<file path="src/rtl/arst_n_seq.sv">
// arst_n_seq: per-clock reset sequencer.
// Asserts all domain resets asynchronously from arst_n, then synchronizes the
// deassertion, holds, and releases rst_n_o[0..N_DOM-1] in index order.
// A synchronous soft-reset request (sw_rst_req/sw_rst_ack) re-runs the release
// sequence from DONE.
// Optional feature macro ARST_SEQ_REVERSE_EN: soft reset drops domains in
// reverse order GAP_CYC apart (DRAIN state) instead of all at once.
module arst_n_seq #(
   parameter int SYNC_STAGES = 2,
   parameter int N_DOM       = 3,
   parameter int HOLD_CYC    = 8,
   parameter int GAP_CYC     = 4
) (
   input  logic             clk,
   input  logic             arst_n,
   input  logic             sw_rst_req,
   output logic             sw_rst_ack,
   output logic [N_DOM-1:0] rst_n_o,
   output logic             rst_done,
   output logic             busy
);

   localparam int MAX_CYC = (HOLD_CYC > GAP_CYC) ? HOLD_CYC : GAP_CYC;
   localparam int CNT_W   = $clog2(MAX_CYC + 1);
   localparam int IDX_W   = $clog2(N_DOM + 1);

   typedef enum logic [2:0] {
      S_RST   = 3'd0,
      S_HOLD  = 3'd1,
      S_REL   = 3'd2,
      S_DONE  = 3'd3,
      S_DRAIN = 3'd4
   } state_t;

   state_t             state_q, state_d;
   logic [CNT_W-1:0]   cnt_q, cnt_d;
   logic [IDX_W-1:0]   idx_q, idx_d;
   logic [N_DOM-1:0]   rst_q, rst_d;
   logic               ack_q, ack_d;
   logic [SYNC_STAGES-1:0] sync_q, sync_d;
   logic               sync_out;

   assign sync_out = sync_q[SYNC_STAGES-1];

   // Synchronizer shifts in a constant 1; arst_n clears every stage.
   always_comb begin
      sync_d = {sync_q[SYNC_STAGES-2:0], 1'b1};
   end

   // Sequencing FSM: next state, counters and domain reset bits.
   always_comb begin
      state_d = state_q;
      cnt_d   = cnt_q;
      idx_d   = idx_q;
      rst_d   = rst_q;
      ack_d   = 1'b0;
      case (state_q)
         S_RST: begin
            rst_d = '0;
            if (sync_out) begin
               // The edge on which sync reads 1 already counts as the first
               // hold cycle, so domain 0 releases HOLD_CYC edges after it.
               if (HOLD_CYC == 1) begin
                  state_d  = S_REL;
                  rst_d[0] = 1'b1;
                  idx_d    = IDX_W'(1);
                  cnt_d    = '0;
               end else begin
                  state_d = S_HOLD;
                  cnt_d   = CNT_W'(1);
               end
            end
         end
         S_HOLD: begin
            if (cnt_q == CNT_W'(HOLD_CYC - 1)) begin
               state_d  = S_REL;
               rst_d[0] = 1'b1;
               idx_d    = IDX_W'(1);
               cnt_d    = '0;
            end else begin
               cnt_d = cnt_q + CNT_W'(1);
            end
         end
         S_REL: begin
            if (idx_q == IDX_W'(N_DOM)) begin
               state_d = S_DONE;
            end else if (cnt_q == CNT_W'(GAP_CYC - 1)) begin
               for (int i = 0; i < N_DOM; i++)
                  if (idx_q == IDX_W'(i)) rst_d[i] = 1'b1;
               idx_d = idx_q + IDX_W'(1);
               cnt_d = '0;
            end else begin
               cnt_d = cnt_q + CNT_W'(1);
            end
         end
         S_DONE: begin
            if (sw_rst_req) begin
               ack_d = 1'b1;
               cnt_d = '0;
`ifdef ARST_SEQ_REVERSE_EN
               state_d          = S_DRAIN;
               rst_d[N_DOM-1]   = 1'b0;
               idx_d            = IDX_W'(N_DOM - 1);
`else
               state_d = S_HOLD;
               rst_d   = '0;
`endif
            end
         end
`ifdef ARST_SEQ_REVERSE_EN
         S_DRAIN: begin
            // idx_q is the most recently dropped domain.
            if (idx_q == '0) begin
               state_d = S_HOLD;
               cnt_d   = '0;
            end else if (cnt_q == CNT_W'(GAP_CYC - 1)) begin
               for (int i = 0; i < N_DOM; i++)
                  if (idx_q == IDX_W'(i + 1)) rst_d[i] = 1'b0;
               idx_d = idx_q - IDX_W'(1);
               cnt_d = '0;
            end else begin
               cnt_d = cnt_q + CNT_W'(1);
            end
         end
`endif
         default: begin
            state_d = S_RST;
            rst_d   = '0;
         end
      endcase
   end

   // All state clears immediately on arst_n low, without a clock.
   always_ff @(posedge clk or negedge arst_n) begin
      if (!arst_n) begin
         sync_q  <= '0;
         state_q <= S_RST;
         cnt_q   <= '0;
         idx_q   <= '0;
         rst_q   <= '0;
         ack_q   <= 1'b0;
      end else begin
         sync_q  <= sync_d;
         state_q <= state_d;
         cnt_q   <= cnt_d;
         idx_q   <= idx_d;
         rst_q   <= rst_d;
         ack_q   <= ack_d;
      end
   end

   assign rst_n_o    = rst_q;
   assign sw_rst_ack = ack_q;
   assign rst_done   = (state_q == S_DONE);
   assign busy       = (state_q == S_HOLD) || (state_q == S_REL) || (state_q == S_DRAIN);

endmodule

</file>
<file path="config.mk">
export PLATFORM = sky130hd
export DESIGN_NAME = arst_n_seq
export DESIGN_NICKNAME = d
export VERILOG_FILES = /design/src/rtl/arst_n_seq.sv
export SDC_FILE = /design/constraint.sdc
export NUM_CORES = 1
export LEC_CHECK = 0
export ABC_AREA = 1
export ABC_CLOCK_PERIOD_IN_PS = 1530
export BUFFER_PORTS_ARGS = -buffer_cell sky130_fd_sc_hd__buf_2
export CAP_MARGIN = 20
export CORE_MARGIN = 8
export CORE_UTILIZATION = 48
export CTS_CLUSTER_SIZE = 20
export DETAILED_ROUTE_END_ITERATION = 10
export GPL_ROUTABILITY_DRIVEN = 0
export PLACE_DENSITY = 0.69
export SETUP_SLACK_MARGIN = 0.15
export SLEW_MARGIN = 15
export SYNTH_ARGS = -nofsm -noshare
export SYNTH_HDL_FRONTEND = slang
export SYNTH_SLANG_ARGS = --single-unit
</file>
<file path="constraint.sdc">
create_clock -name clk -period 1.53 [get_ports clk]
set_input_delay 0.0765 -clock clk [delete_from_list [all_inputs] [get_ports clk]]
set_output_delay 0.0765 -clock clk [all_outputs]
set_load 0.02 [all_outputs]
</file>
==> summary.txt <==
Synth
  – Synth Warn #: 0
  – Largest cells by area after synthesis: dfrtp_1 (39%), ha_1 (14%), nand2_1 (14%)
  – Synth Net Count: 129
  – Synth top area share: 38.8%
  – Seq/Total Area, Yosys: 38.8%
  – Post-synthesis cell count: 116
  – Avg Cell Area, Syn: 7.79 um2
  – Flop and latch count out of synthesis: 14
  – Yosys cell types: 21
  – Synth area leader: dfrtp_1
  – Mapped cell area: 903 um2

Die
  – Core area: 1750 um2
  – Die Area: 3530 um2
  – Die Span X: 59.4 um
  – Row count: 15
  – Die H: 59.4 um
  – Initial Util: 51.8%
  – I/O pin count: 9

Timing
  – Highest Clock Rate: 731 MHz
  – Layout Skew: 0.00432 ns
  – Final Hold Fails: 0
  – Fin crit period: 1.37 ns
  – Unrepaired setup endpoints after global routing: yes
  – Final setup viols: 0
  – Period utilization: 89.4%
  – Slew Viols, Final: 0
  – Final setup margin: 0.162 ns
  – Setup_tns: 0 ns

Clocking
  – Worst skew pair latency: 0.28 ns
  – CTS tree: built
  – Worst-path clk slew: 0.09 ns
  – H-Tree Level Count: 1
  – CTS max path bufs: 2
  – Clock sink total: 14
  – CTS Buf Count: 3
  – CTS root buf: clkbuf_4

Cells and area
  – Filler cells: 150
  – Design area: 1150 um2
  – Area growth syn-to-layout: 27.0%
  – Fin nets: 150
  – ANT cells: 0
  – Layout cell share with drive strength beyond 1: 35.3%
  – Post-layout util: 65.7%

Placed design
  – DP Area: 983 um2
  – Hpwl dp: 1.41 mm
  – Dpl ws: -0.0107 ns
  – IO buf count: 8

Worst setup path
  – R2R Setup Slk: 0.16 ns
  – Setup crit end kind: flip-flop
  – Required @ worst endpoint: 1.70 ns
  – Max stage delay on crit path: 0.44 ns
  – Cells along the critical path: inv_2 -> ha_4 -> inv_4 -> or2_4 -> o21ai_2 -> nand2_1
  – Critical-path top delay cell: dfrtp_1
  – Critical Setup Path Class: flip-flop to flip-flop
  – WP buf/inv: 2
  – Critical Path AT: 1.54 ns
  – Startpoint types: flip-flop
  – Crit path max fanout: 7
  – Cell family with most CP delay: flip-flops
  – Reg2reg path depth: 6
  – CP Depth: 6

Power and ir drop
  – Switching power: 1.22 mW
  – Part of the power in registers: 24.0%
  – Sw Share: 48.1%
  – Clk network pwr share: 10.4%
  – Pwr dens: 2210 nW/um2
  – Worst VDD drop: 0.00133 V
  – Power Total: 2.53 mW
  – Comb pwr share: 65.6%
  – LEAKAGE: 0.616 nW
  – P_int: 1.31 mW

Drt
  – Vias per cell: 4.82
  – Wire per inst: 11.4 um
  – # DRC: 0
  – Drt initial violations: 27
  – Final WL: 1.83 mm
  – Vias: 776
  – TritonRoute pass-1 iters: 4
  – ANT nets after route: 0

Hold path
  – Worst Hold Class: input port to asynchronous set/reset pin

Run
  – MaxCap Viol Count: 0

Global route
  – Initial antenna violation count: 0
  – Largest net degree at the start of global routing: 15
  – Grt ovf: 0
  – Total GRT Usage: 11.0%
  – Global-route wire length before repair: 3.01 mm
  – Vias in the first global route: 740

Run status
  – Outcome: completed
## kinds of logic after synthesis
kind of cell               after synthesis  share of synthesized area (%)
buffers and inverters                   17                           7.89
adders and majority gates               10                           13.9
AOI/OAI and AO/OA                        8                           5.12
DFF                                     14                           38.8
xor gates and xnor gates                 1                          0.970
other                                    1                          0.415
and+or+nand+nor                         65                           33.0
## sequential cells by signal, summed over array words and instances (netlist names)
register,count
cnt_q,4
idx_q,2
rst_n_o,3
state_q,2
sw_rst_ack,1
sync_q,2
## synthesized netlist by cell type (all sizes together)
library cell	instances
dfrtp	14
nand2	38
o21bai	1
inv	16
ha	10
conb	1
a21oi	1
nand3	9
nor2	13
or2	1
buf	1
o21ai	6
nand4	4
xor2	1
## repair_timing
item                                   in CTS  in global routing
buffers inserted                            1                  4
setup endpoints to repair                  12                 12
resized for setup                           6                 19
pin swaps                                   0                  5
endpoints found under the hold margin      15                  0
hold buffers                                2                  0
## power by group through the flow
stage	Sequential (mW)	Clock (mW)	Combinational, mW
floorplan	0.627	0	1.00
global placement	0.598	0	1.29
detailed placement	0.606	0	1.33
CTS	0.609	0.270	1.39
global route	0.624	0.292	1.85
finish	0.607	0.264	1.66
## stage by stage
step | instances | hold WS, ns
detailed placement | 150 | -0.0111
global placement | 150 | -0.0101
finish | 161 | 0.213
floorplan | 116 | -0.219
global route | 161 | 0.260
CTS | 157 | 0.220
## layout by cell type, fill, tap and decap left out
master | Yosys | final
buf_4 | 0 | 7
ha_2 | 0 | 4
o21ai_1 | 2 | 2
nor2_2 | 1 | 3
inv_4 | 0 | 2
a21oi_1 | 1 | 1
o21ai_0 | 3 | 1
dfrtp_1 | 14 | 13
o21bai_1 | 1 | 1
clkbuf_8 | 0 | 1
nor2_1 | 11 | 9
ha_1 | 10 | 5
buf_2 | 0 | 7
dfrtp_2 | 0 | 1
nand3_1 | 8 | 8
nand2_4 | 0 | 2
inv_1 | 14 | 11
clkbuf_4 | 0 | 3
xor2_1 | 1 | 1
dlygate4sd3_1 | 0 | 2
inv_2 | 2 | 3
ha_4 | 0 | 1
nand4_1 | 4 | 4
or2_4 | 1 | 1
o21ai_2 | 1 | 3
conb_1 | 1 | 1
nor2_4 | 1 | 1
buf_6 | 1 | 1
nand2_2 | 5 | 7
nand2_1 | 33 | 29
nand3_4 | 0 | 1
## path summary, 6_finish.rpt
check                                            start                endpoint
worst min-delay path                            arst_n    cnt_q[1]$_DFFE_PN0P_
min in group clk                   sync_q[0]$_DFF_PN0_     sync_q[1]$_DFF_PN0_
worst max-delay path            state_q[0]$_DFFE_PN0P_    idx_q[0]$_DFFE_PN0P_
worst max register to register  state_q[0]$_DFFE_PN0P_    idx_q[0]$_DFFE_PN0P_
max in group asynchronous                       arst_n  state_q[1]$_DFFE_PN0P_
worst min register to register     sync_q[0]$_DFF_PN0_     sync_q[1]$_DFF_PN0_
## metal layers
metal | part of all wire, % | track usage, % | routed length, um | up-vias
li1 | - | - | - | 400
met1 | 48 | 13.6 | 877 | 355
met2 | 47 | 17.4 | 854 | 17
met3 | 4.0 | 1.95 | 73 | 4
met4 | 1.3 | 6.14 | 23 | 0
met5 | 0 | 0 | 0 | -
## layout make-up
cell class | count | area (um2) | share of cell area, %
timing repair buffer | 17 | 119 | 10.4
inverter | 16 | 65.1 | 5.67
sequential | 14 | 352 | 30.6
clock buffer | 4 | 36.3 | 3.16
tap | 25 | 31.3 | 2.73
multi-input combinational | 85 | 544 | 47.4
Power figures use the tool's default switching activity.
